[config.mk]
export PLATFORM = sky130hd
export DESIGN_NAME = hazard_stall_controller
export DESIGN_NICKNAME = d
export VERILOG_FILES = /design/src/rtl/hazard_pkg.sv /design/src/rtl/hazard_src_compare.sv /design/src/rtl/hazard_stall_controller.sv
export SDC_FILE = /design/constraint.sdc
export NUM_CORES = 1
export LEC_CHECK = 0
export ABC_AREA = 1
export BUFFER_PORTS_ARGS = -buffer_cell sky130_fd_sc_hd__buf_2
export CAP_MARGIN = 20
export CORE_MARGIN = 2
export CORE_UTILIZATION = 30
export DETAILED_ROUTE_END_ITERATION = 8
export PLACE_DENSITY = 0.61
export RECOVER_POWER = 50
export SYNTH_ARGS = -nofsm -noshare
export SYNTH_HDL_FRONTEND = slang
export SYNTH_SLANG_ARGS = --single-unit
[constraint.sdc]
create_clock -name clk -period 2.05 [get_ports clk]
set_input_delay 0.1025 -clock clk [delete_from_list [all_inputs] [get_ports clk]]
set_output_delay 0.1025 -clock clk [all_outputs]
set_load 0.01 [all_outputs]
[src/rtl/hazard_pkg.sv]
// Shared constants and helpers for the decode-stage hazard/stall controller.
package hazard_pkg;

  localparam int unsigned DEF_REG_ADDR_W = 4;
  localparam int unsigned DEF_CNT_W      = 16;

  // Width of the load-use window counter for a given memory latency.
  function automatic int unsigned win_cnt_w(input int unsigned mem_lat);
    return $clog2(mem_lat + 1);
  endfunction

endpackage

[src/rtl/hazard_src_compare.sv]
// Compares one decode source index against the EX and MEM destinations.
module hazard_src_compare
  import hazard_pkg::*;
#(
  parameter int unsigned REG_ADDR_W = DEF_REG_ADDR_W
) (
  input  logic [REG_ADDR_W-1:0] i_Src,
  input  logic                  i_Src_Valid,
  input  logic                  i_Exe_Wb_En,
  input  logic [REG_ADDR_W-1:0] i_Exe_Dst,
  input  logic                  i_Mem_Wb_En,
  input  logic [REG_ADDR_W-1:0] i_Mem_Dst,
  output logic                  o_Exe_Hit,
  output logic                  o_Mem_Hit
);

  // Register 0 is an ordinary register, so no zero-index exemption.
  assign o_Exe_Hit = i_Src_Valid & i_Exe_Wb_En & (i_Src == i_Exe_Dst);
  assign o_Mem_Hit = i_Src_Valid & i_Mem_Wb_En & (i_Src == i_Mem_Dst);

endmodule

[src/rtl/hazard_stall_controller.sv]
// Decode-stage hazard detector with load-use stall window and stall statistics.
module hazard_stall_controller
  import hazard_pkg::*;
#(
  parameter int unsigned REG_ADDR_W = DEF_REG_ADDR_W,
  parameter int unsigned NUM_SRC    = 3,
  parameter int unsigned MEM_LAT    = 1,
  parameter int unsigned CNT_W      = DEF_CNT_W
) (
  input  logic                          clk,
  input  logic                          reset,
  input  logic [NUM_SRC*REG_ADDR_W-1:0] i_Src,
  input  logic [NUM_SRC-1:0]            i_Src_Valid,
  input  logic                          i_Sig_Exe_Write_Back_Enable,
  input  logic [REG_ADDR_W-1:0]         i_Exe_Destination,
  input  logic                          i_Sig_Exe_Memory_Read_Enable,
  input  logic                          i_Sig_Memory_Write_Back_Enable,
  input  logic [REG_ADDR_W-1:0]         i_Memory_Destination,
  input  logic                          i_Sig_Forward_Enable,
  input  logic                          i_Flush,
  output logic                          o_Sig_Hazard_Detected,
  output logic [NUM_SRC-1:0]            o_Hazard_Src,
  output logic                          o_Stall_Window,
  output logic [CNT_W-1:0]              o_Stall_Count
);

  localparam int unsigned     WIN_W    = win_cnt_w(MEM_LAT);
  localparam logic [WIN_W-1:0] WIN_LOAD = WIN_W'(MEM_LAT - 1);

  logic [NUM_SRC-1:0] w_exe_hit;
  logic [NUM_SRC-1:0] w_mem_hit;
  logic [NUM_SRC-1:0] w_mask;
  logic               w_raw;
  logic               w_win_active;
  logic               w_stall;
  logic [WIN_W-1:0]   w_win_nxt;
  logic [WIN_W-1:0]   r_win_cnt;
  logic [CNT_W-1:0]   r_stall_cnt;

  for (genvar k = 0; k < NUM_SRC; k++) begin : g_src
    hazard_src_compare #(
      .REG_ADDR_W (REG_ADDR_W)
    ) u_cmp (
      .i_Src       (i_Src[k*REG_ADDR_W +: REG_ADDR_W]),
      .i_Src_Valid (i_Src_Valid[k]),
      .i_Exe_Wb_En (i_Sig_Exe_Write_Back_Enable),
      .i_Exe_Dst   (i_Exe_Destination),
      .i_Mem_Wb_En (i_Sig_Memory_Write_Back_Enable),
      .i_Mem_Dst   (i_Memory_Destination),
      .o_Exe_Hit   (w_exe_hit[k]),
      .o_Mem_Hit   (w_mem_hit[k])
    );
  end

  // With forwarding only a load in EX can still cause a stall.
  always_comb begin
    w_mask = w_exe_hit | w_mem_hit;
    if (i_Sig_Forward_Enable) begin
      w_mask = w_exe_hit & {NUM_SRC{i_Sig_Exe_Memory_Read_Enable}};
    end
  end

  assign w_raw        = |w_mask;
  assign w_win_active = (r_win_cnt != '0);
  assign w_stall      = (w_raw | w_win_active) & ~i_Flush;

  // Flush beats decrement, decrement beats a new load (re-detection ignored).
  always_comb begin
    w_win_nxt = r_win_cnt;
    if (i_Flush) begin
      w_win_nxt = '0;
    end else if (w_win_active) begin
      w_win_nxt = r_win_cnt - WIN_W'(1);
    end else if (i_Sig_Forward_Enable && w_raw) begin
      w_win_nxt = WIN_LOAD;
    end
  end

  always_ff @(posedge clk or negedge reset) begin
    if (!reset) begin
      r_win_cnt <= '0;
    end else begin
      r_win_cnt <= w_win_nxt;
    end
  end

  always_ff @(posedge clk or negedge reset) begin
    if (!reset) begin
      r_stall_cnt <= '0;
    end else if (w_stall && (r_stall_cnt != '1)) begin
      r_stall_cnt <= r_stall_cnt + CNT_W'(1);
    end
  end

  assign o_Hazard_Src          = w_mask;
  assign o_Sig_Hazard_Detected = w_stall;
  assign o_Stall_Window        = w_win_active;
  assign o_Stall_Count         = r_stall_cnt;

endmodule

### Word-level counts from Yosys, hierarchy flattened

Index checks and enable logic that the tools add are counted.

| word-level totals | value |
|---|---|
| flip-flop bits (word level) | 17 |
| input port bits | 30 |
| output and inout port bits | 21 |

| cells by class | value |
|---|---|
| $add $sub $neg | 2 |
| equal/unequal tests | 7 |
| multiplexer cells | 3 |
| bitwise operators | 17 |
| reduce and logical (&&, ||, !) cells | 2 |

Operators with widths:

| operator | count |
|---|---|
| $eq A4 B4 Y1 | 6 |
| $add A16 B1 Y16 const B | 1 |
| $ne A16 B16 Y1 const B | 1 |
| $and A1 B1 Y1 | 13 |
| $and A3 B3 Y3 | 1 |
| $mux W3 | 1 |
| $or A3 B3 Y3 | 1 |
| $reduce_or A3 Y1 | 1 |
| $mux W1 | 2 |
| $logic_and A1 B1 Y1 | 1 |
| $not A1 Y1 | 1 |
| $or A1 B1 Y1 | 1 |
| $sub A1 B1 Y1 const B | 1 |

### Longest topological paths before layout

Gate-level depths: netlist (run 1).

| depth | value |
|---|---|
| word-level depth | 8 |
| depth in mapped cells | 12 |

### By module

Synthesis (run 1) repeated with hierarchy kept, for this count alone.

| unflattened totals | value |
|---|---|
| cells, all modules | 297 |
| area total of the unflattened synthesis | 1639.1 µm² |

By module, submodules not included:

| module | times used | cells each | area an instance (µm²) | sequential area each (µm²) |
|---|---|---|---|---|
| hazard_stall_controller | 1 | 177 | 1151.1 | 400.4 |
| hazard_src_compare | 3 | 40 | 162.7 | 0.0 |

### Worst setup path before layout (run 1)

Ideal clock, no wire load.

| path | value |
|---|---|
| path kind | register to register |
| start point | register r_stall_cnt[0] (netlist: o_Stall_Count[0]) |
| end point | register r_stall_cnt[6] (netlist: o_Stall_Count[6]) |
| setup time | 118 ps |
| arrival time | 1529 ps |
| path slack | 403 ps |
| stages on the path, launching flop included | 10 |
| path buffers | 1 |
| cell sequence | dfrtp_1 -> ha_1 -> nand3_2 -> inv_2 -> nand2_2 -> nor3_4 -> nand3_4 -> buf_2 -> nand4_1 -> nand2_1 |

| between the ends | value |
|---|---|
| longest elaborated chain between the ends | 2 |
| elaborated cells on any way between the ends | 3 |

RTL lines:

| item | line | RTL |
|---|---|---|
| start: declaration | hazard_stall_controller.sv:38 | `logic [CNT_W-1:0] r_stall_cnt;` |
| start signal: assignment | hazard_stall_controller.sv:91 | `r_stall_cnt <= r_stall_cnt + CNT_W'(1);` |
| parallel branches: the longest is 2 deep, another holds $add A16 B1 Y16 | n/a |  |

Parallel ways; which one is timed is not known.
A chain may end at the register's enable or synchronous reset.

### Final worst setup path (run 1)

| path | value |
|---|---|
| start point | register r_stall_cnt[0] (netlist: o_Stall_Count[0]) |
| end point | register r_stall_cnt[12] (netlist: o_Stall_Count[12]) |

Same word-level chain as after synthesis.

==> impl_metrics.toml, run 1 <==
[global_routing]
grt_antenna_before_repair = 0
overflow = 0
track_usage_pct = 15.0
grt_pass1_wl_mm = 6.69
grt_start_max_net_pins = 18
grt_pass1_vias = 1564

[pwr]
leakage_uw = 0.000992
power_density_mw_per_mm2 = 454
ir_worst_vdd_mv = 0.438
total_power_uw = 845

[logic_synthesis]
seq_area_frac_synth_pct = 26.2
synthTopCellsByArea = "dfrtp_1, nand2_1, nand4_1"
netlist_area_mm2 = 0.00153
yosysWarnings = 0
ys_seq_elements = 16
synth_most_common_cell = "nand2_1"
synth_top_cell_area_share_pct = 26.2
synth.distinct_cells = 28
synth_top_area_cell = "dfrtp_1"
async_reset_ff_share_pct = 100
synth_nets = 277
synth.avg_cell_area_um2 = 6.21
synth_cells = 246
synth-edff-count = 0
ys_top_cells_by_count = "nand2_1, inv_1, nor2_1"
ys.flop_type = "dfrtp_1"

[routing]
first_pass_iters = 4
num_vias = 1672
ant_nets = 0
wl_per_cell_um = 10.9
vias_per_cell = 4.63
drt_drc_violations_left = 0
drtIter0Drc = 70
wl_mm = 3.94

[die]
core-area_mm2 = 0.00482
die_x_um = 75.4
pin_count = 51
start_util_pct = 31.7
dieArea_mm2 = 0.00568
die_y_um = 75.4
num_rows = 25

[worst_setup_path]
path_cells = "ha_1 > nand3_2 > inv_2 > nand2_2 > nor3_4 > nand3_4 > nand3_4 > nand2_1 > nand2_1"
cp.arrival_ps = 2000
start_kind = "flip-flop"
cpPeakStageDelay_ps = 440
worstSetupPathType = "reg2reg"
critPathCaptureType = "flip-flop"
path_max_fanout = 17
cp.required_ps = 2240
cpMaxStageDelayCell = "dfrtp_1"

[clock_network]
cts_tree = "yes"
clock-sinks = 16
cts-resized-gates = 0
cts-root-buf = "clkbuf_8"
cts_buffer_depth = 2
path_clk_slew_ps = 60
cts_setup_buffers = 0
postCtsHoldBufs = 1
clk_latency_ps = 250
cts-buffers-inserted = 3
htree_levels = 1

[placed_design]
post-dp-hpwl_mm = 3.15
gp_congestion = 0.835
placed_cell_area_mm2 = 0.00182
dp.cells = 357
io_buffers = 49

[timing]
tightest_slew_ps = 857
period_minus_slack_ps = 1810
finClkSkew_ps = 1.05
slew_headroom_pct = 42.9
report.final.hold_viol_count = 0
tns_ps = 0
fin_crit_sh_pct = 88.3
max_freq_mhz = 552
setup_viol = 0
timing.final.max_slew_violations = 0
rsz0062_at_grt = "false"

[flow_run]
drv_cap = 0

[cells_and_area]
finalNonFillerCells = 361
fin_nets = 327
largest_reg_flops = 16
syn_to_final_growth_pct = 21.9
diodes = 0
fin_area_mm2 = 0.00186
drive_above_1_share_pct = 18.4

[worst_hold_path]
hold_path_class = "in2async"

[outcome]
outcome = "finished clean"
[path summary, 6_finish.rpt]
kind	to	cells past startpoint	slack [ps]	from
setup / recovery	o_Stall_Count[12]	9	240	o_Stall_Count[0]
hold / removal	o_Stall_Count[12]	2	480	reset
setup reg to reg	o_Stall_Count[12]	9	240	o_Stall_Count[0]
hold reg to reg	o_Stall_Count[15]	2	520	o_Stall_Count[15]
max in group asynchronous	o_Stall_Count[3]	2	1040	reset
min in group clk	o_Sig_Hazard_Detected	3	500	i_Flush
[worst max-delay path, delay by kind of cell (launching register included)]
family                     cells  cell delay (ps)
adders and majority gates      1              250
and+or+nand+nor                7              970
DFF                            1              440
buffers and inverters          1               90
[cell type report]
type / instances / area, um^2
Timing Repair Buffer: 50 / 241
Clock buffer: 3 / 41.3
Multi-Input combinational cell: 194 / 978
Fill cell: 554 / 2960
Sequential cell: 16 / 400
Tap cell: 67 / 83.8
Inverter: 31 / 116
[metrics by stage]
stage / utilization (%) / setup slack (ps) / hold slack, ps
floorplan: - / 403 / -193
global placement: 37.9 / 309 / 36.7
detailed placement: 37.9 / 238 / 36.7
CTS: 38.9 / 221 / 304
global route: 38.6 / 29.9 / 505
finish: 38.6 / 239 / 480
[per-layer routing]
layer	GRT usage, %	wire, um
met5	0	0
met4	2.73	37
met2	25.1	1820
met3	3.04	173
met1	20.4	1910
[power by group]
| group | total (uW) | internal [uW] | switching, uW |
|---|---|---|---|
| Sequential | 377 | 339 | 37.6 |
| Combinational | 234 | 92.7 | 142 |
| Clock | 234 | 130 | 104 |
[cell families after synthesis]
logic type	after synthesis	synth area share, %
adders and majority gates	1	0.819
and+or+nand+nor	167	50.1
AOI/OAI and AO/OA	6	1.97
other	1	0.245
buffers and inverters	36	9.75
DFF	16	26.2
xor gates and xnor gates	19	10.9
[cells in the final DEF (no fill, tap or decap), drive strengths merged, types with 9 or more instances in the layout]
master  instances
xnor2          10
clkbuf         14
xor2            9
nand2          99
nand3          19
inv            29
buf            38
nand4          16
nor2           26
dfrtp          16
(Power assumes the default switching activity.)
==> run 2: changes to the inputs <==
- CORE_UTILIZATION: 30 -> 52
- CTS_CLUSTER_SIZE: default -> 40
- PLACE_DENSITY: 0.61 -> 0.9
- SYNTH_HIERARCHICAL: default -> 1
==> impl_metrics.toml, run 2 <==
[logic_synthesis]
netlist_area_mm2 = 0.00164
synth_most_common_cell = "nand2_1"
synthTopCellsByArea = "nand2_1, dfrtp_1, nand4_1"
synth_top_area_cell = "nand2_1"
seq_area_frac_synth_pct = 24.4
synth-edff-count = 0
ys.flop_type = "dfrtp_1"
yosysWarnings = 6
synth_nets = 328
ys_top_cells_by_count = "nand2_1, nor2_1, inv_1"
async_reset_ff_share_pct = 100
synth_cells = 297
synth.avg_cell_area_um2 = 5.52
ys_seq_elements = 16
synth.distinct_cells = 22
synth_top_cell_area_share_pct = 30.2

[global_routing]
grt_start_max_net_pins = 17
grt_pass1_vias = 1696
track_usage_pct = 25.2
grt_antenna_before_repair = 0
grt_pass1_wl_mm = 6.99
overflow = 0

[die]
die_y_um = 60.1
start_util_pct = 54.1
num_rows = 20
core-area_mm2 = 0.00303
pin_count = 51
dieArea_mm2 = 0.00362
die_x_um = 60.1

[pwr]
total_power_uw = 858
ir_worst_vdd_mv = 0.193
leakage_uw = 0.00111
power_density_mw_per_mm2 = 441

[timing]
fin_crit_sh_pct = 87.7
setup_viol = 0
setup_slack_ps = 252
period_minus_slack_ps = 1800
finClkSkew_ps = 1.28
max_freq_mhz = 556
slew_headroom_pct = 45.0
rsz0062_at_grt = "false"
tightest_slew_ps = 825
report.final.hold_viol_count = 0
whs_ps = 185
tns_ps = 0
timing.final.max_slew_violations = 0

[routing]
num_vias = 1907
first_pass_iters = 4
drt_drc_violations_left = 0
drtIter0Drc = 113
wl_per_cell_um = 10.3
ant_nets = 0
vias_per_cell = 4.88
wl_mm = 4.04

[clock_network]
cts_tree = "yes"
cts_buffer_depth = 2
htree_levels = 1
clock-sinks = 16
path_clk_slew_ps = 90
clk_latency_ps = 300
postCtsHoldBufs = 1
cts-buffers-inserted = 3
cts_setup_buffers = 0
cts-resized-gates = 0
cts-root-buf = "clkbuf_4"

[worst_setup_path]
path_max_fanout = 16
critPathCaptureType = "flip-flop"
worstSetupPathType = "reg2reg"
r2r_cells = 9
endpoint = "o_Stall_Count[9]"
worst-r2r-setup-slack_ps = 250
cp.required_ps = 2290
worstSetupStartpoint = "o_Stall_Count[0]"
reg2reg_to = "o_Stall_Count[9]"
start_kind = "flip-flop"
cp.arrival_ps = 2040
rr_startpoint = "o_Stall_Count[0]"

[flow_run]
drv_cap = 0

[cells_and_area]
syn_to_final_growth_pct = 18.8
fillers = 281
fin_util_pct = 64.3
final_cell_mix = "nand2_1, buf_2, nor2_1"
fin_nets = 379
drive_above_1_share_pct = 20.5
largest_reg_flops = 16
diodes = 0
final_common_cell = "nand2_1"

[worst_hold_path]
hold_depth = 4
hold_path_class = "in2reg"

[placed_design]
post-dp-hpwl_mm = 3.28
place_ws_ps = 292
gp_congestion = 0.911
io_buffers = 49

[outcome]
outcome = "finished clean"
run 2: power by group:
group / internal [uW] / switching, uW / total, uW
Clock: 108 / 104 / 213
Combinational: 100 / 158 / 258
Sequential: 342 / 45.6 / 388
run 2: per-stage QoR:
stage,area (um^2),cells
6_report,1950,391
5_1_grt,1950,391
4_1_cts,1960,391
3_5_place_dp,1910,386
3_3_place_gp,1910,386
2_1_floorplan,1640,297
run 2: critical path, cell delays in order (launching register included):
cell     delay, ps
dfrtp_1        470
ha_1           260
nand3_1        180
inv_2          120
nand2_2         60
inv_2           70
nand3_4        180
nand3_4        250
nand2_1         80
nand2_1         70
run 2: area by class of cell:
| cell class | count | area (um^2) | area share (%) |
|---|---|---|---|
| repair buffers | 51 | 249 | 12.8 |
| flip-flops and latches | 16 | 400 | 20.6 |
| multi-input cells | 229 | 1030 | 52.9 |
| well taps | 44 | 55.1 | 2.83 |
| clock buffers | 4 | 36.3 | 1.86 |
| inverters | 47 | 176 | 9.06 |
run 2: how the worst min path moves through the flow:
stage	from	end	slack (ps)
finish	i_Flush	o_Stall_Count[15]	190
global route	i_Flush	o_Stall_Count[9]	200
CTS	i_Flush	o_Stall_Count[15]	180
detailed placement	reset	o_Stall_Count[12]	20
global placement	reset	o_Stall_Count[8]	20
floorplan	reset	o_Stall_Count[0]	-190
run 2: per-layer routing:
metal	up-vias	share of wire [%]	track usage [%]	routed length [um]
met4	0	1.3	7.62	53
met1	829	48	34.4	1930
met3	5	5.6	4.33	225
met2	59	45	40.4	1830
li1	1014	-	-	-
met5	-	0	0	0
run 2: logic make-up (layout without fill, tap and decap cells):
logic type      Yosys count  in the layout  share of synthesized area, %
flops                    16             16                          24.4
buf+inv                  52            102                          12.7
xor+xnor                  3              3                          1.60
simple gates            219            219                          58.7
fa+ha+maj                 1              1                         0.763
other cells               1              1                         0.229
compound gates            5              5                          1.53
==> run 3: changes to the inputs <==
- ABC_AREA: 1 -> 0
- CORE_UTILIZATION: 52 -> 47
- PLACE_DENSITY: 0.9 -> 0.88
==> impl_metrics.toml, run 3 <==
[timing]
max_freq_mhz = 527
timing.final.max_slew_violations = 0
tns_ps = 0
period_minus_slack_ps = 1900
tightest_slew_ps = 869
setup_viol = 0
whs_ps = 430
finClkSkew_ps = 1.38
report.final.hold_viol_count = 0
slew_headroom_pct = 42.1
fin_crit_sh_pct = 92.5

[worst_setup_path]
path_cells = "buf_2 > inv_1 > a222oi_1 > nor4b_4 > nor2_1 > a221oi_2 > a21oi_2 > buf_4 > nor3_2 > mux2_1"
critPathCaptureType = "flip-flop"
start_kind = "input port"
crit_family = "compound AO/OA/AOI/OAI gates"
cp.arrival_ps = 2080
cp.required_ps = 2240
worstSetupStartpoint = "i_Src[10]"
rr_startpoint = "o_Stall_Count[0]"
cpPeakStageDelay_ps = 340
critPathBufInv = 3
path_max_fanout = 4
worst-r2r-setup-slack_ps = 170
worstSetupPathType = "in2reg"
cpMaxStageDelayCell = "a222oi_1"

[die]
dieArea_mm2 = 0.00296
start_util_pct = 49.1
pin_count = 51
num_rows = 18
core-area_mm2 = 0.00243
die_y_um = 54.4
die_x_um = 54.4

[cells_and_area]
diodes = 0
final_cell_mix = "buf_2, xor2_1, buf_4, dfrtp_1, inv_1"
fillers = 187
drive_above_1_share_pct = 37.8
multi_input_area_um2 = 778
syn_to_final_growth_pct = 39.0
final_common_cell = "buf_2"
seq_area_um2 = 400
largest_reg_flops = 16
fin_nets = 228
fin_area_mm2 = 0.00166

[logic_synthesis]
ys.flop_type = "dfrtp_1"
ys_top_cells_by_count = "xor2_1, dfrtp_1, inv_1"
synth_top_cell_area_share_pct = 33.5
synth_most_common_cell = "xor2_1"
async_reset_ff_share_pct = 100
synth_cells = 128
synthTopCellsByArea = "dfrtp_1, xor2_1, inv_1"
yosysWarnings = 6
synth_top_area_cell = "dfrtp_1"
netlist_area_mm2 = 0.00119
synth-edff-count = 0
synth.distinct_cells = 34
synth_nets = 159
ys_seq_elements = 16
synth.avg_cell_area_um2 = 9.34
seq_area_frac_synth_pct = 33.5

[global_routing]
grt_pass1_vias = 1223
track_usage_pct = 23.4
grt_pass1_wl_mm = 5.06
grt_start_max_net_pins = 17
overflow = 0
grt_antenna_before_repair = 0

[routing]
vias_per_cell = 5.60
drt_drc_violations_left = 0
wl_per_cell_um = 14.7
ant_nets = 0
num_vias = 1266
drtIter0Drc = 35
first_pass_iters = 4
wl_mm = 3.33

[outcome]
outcome = "finished clean"

[placed_design]
placed_cell_area_mm2 = 0.00157
post-dp-hpwl_mm = 2.52
io_buffers = 49
gp_congestion = 0.996

[pwr]
intPower_uw = 576
leakage_uw = 0.000876
clkPwrFrac_pct = 25.1
power_density_mw_per_mm2 = 512
pwr-share-seq_pct = 46.3
p_switching_uw = 273
switching_share_pct = 32.1
power_frac_comb_pct = 28.6
ir_worst_vdd_mv = 0.525

[flow_run]
drv_cap = 0

[clock_network]
htree_levels = 1
clock-sinks = 16
cts-buffers-inserted = 3
clk_latency_ps = 300
cts_buffer_depth = 2
cts_tree = "yes"
path_clk_slew_ps = 90
cts-root-buf = "clkbuf_4"

[worst_hold_path]
hold_path_class = "in2async"
run 3: cell types whose count changed in the layout (fill, tap and decap cells not counted), sizes merged, moves of 4 or more:
cell	change
buf	+16
inv	-35
nand2	-123
nand3	-9
nand4	-20
nor2	-41
nor3	+8
nor4	+6
nor4b	+4
xor2	+24
run 3: area by class of cell:
| cell class | instances | share of cell area, % |
|---|---|---|
| repair buffers | 66 | 21.9 |
| flip-flops and latches | 16 | 24.1 |
| clock buffers | 4 | 2.19 |
| well taps | 30 | 2.26 |
| multi-input cells | 98 | 46.9 |
| inverters | 12 | 2.71 |
run 3: final timing paths:
check	to	depth (start not counted)
min reg2reg	o_Stall_Count[7]	1
max reg2reg	o_Stall_Count[1]	7
max	o_Stall_Count[12]	10
max in group asynchronous	o_Stall_Count[1]	2
min in group clk	o_Stall_Count[7]	1
min	o_Stall_Count[13]	2
run 3: per-stage QoR:
step	total power, uW	worst slack (ps)	std cells	utilization (%)
6_report	849	153	226	68.3
5_1_grt	899	-48.7	226	68.3
4_1_cts	848	84.5	224	66.5
3_5_place_dp	637	-220	219	64.6
3_3_place_gp	630	-138	219	64.6
2_1_floorplan	509	29.9	128	-
run 3: cells by family after synthesis:
group / count (synthesis) / synth area share, %
fa+ha+maj: 1 / 1.05
other cells: 1 / 0.314
xor+xnor: 28 / 20.5
buf+inv: 14 / 4.82
simple gates: 49 / 26.5
flops: 16 / 33.5
mux: 3 / 3.14
compound gates: 16 / 10.2
run 3: repair_timing:
| action | in CTS | in global routing |
|---|---|---|
| gates resized for setup | 0 | 6 |
| endpoints found under the hold margin | 16 | 0 |
| hold buffers | 1 | 0 |
| buffers inserted | 0 | 2 |
| setup endpoints to repair | 0 | 14 |
run 3: per-layer routing:
metal  GRT usage [%]  up-vias  wire [um]
met5               0        -          0
met4            8.75        0         45
met3            8.20        6        252
met2            39.6       56       1710
met1            27.1      612       1320
li1                -      592          -
run 3: power groups by stage:
stage	combinational, uW	sequential (uW)	clock (uW)
after floorplan	101	408	0
after global placement	232	397	0
after detailed placement	239	397	0
after CTS	243	392	214
after global routing	268	398	232
final	243	393	213
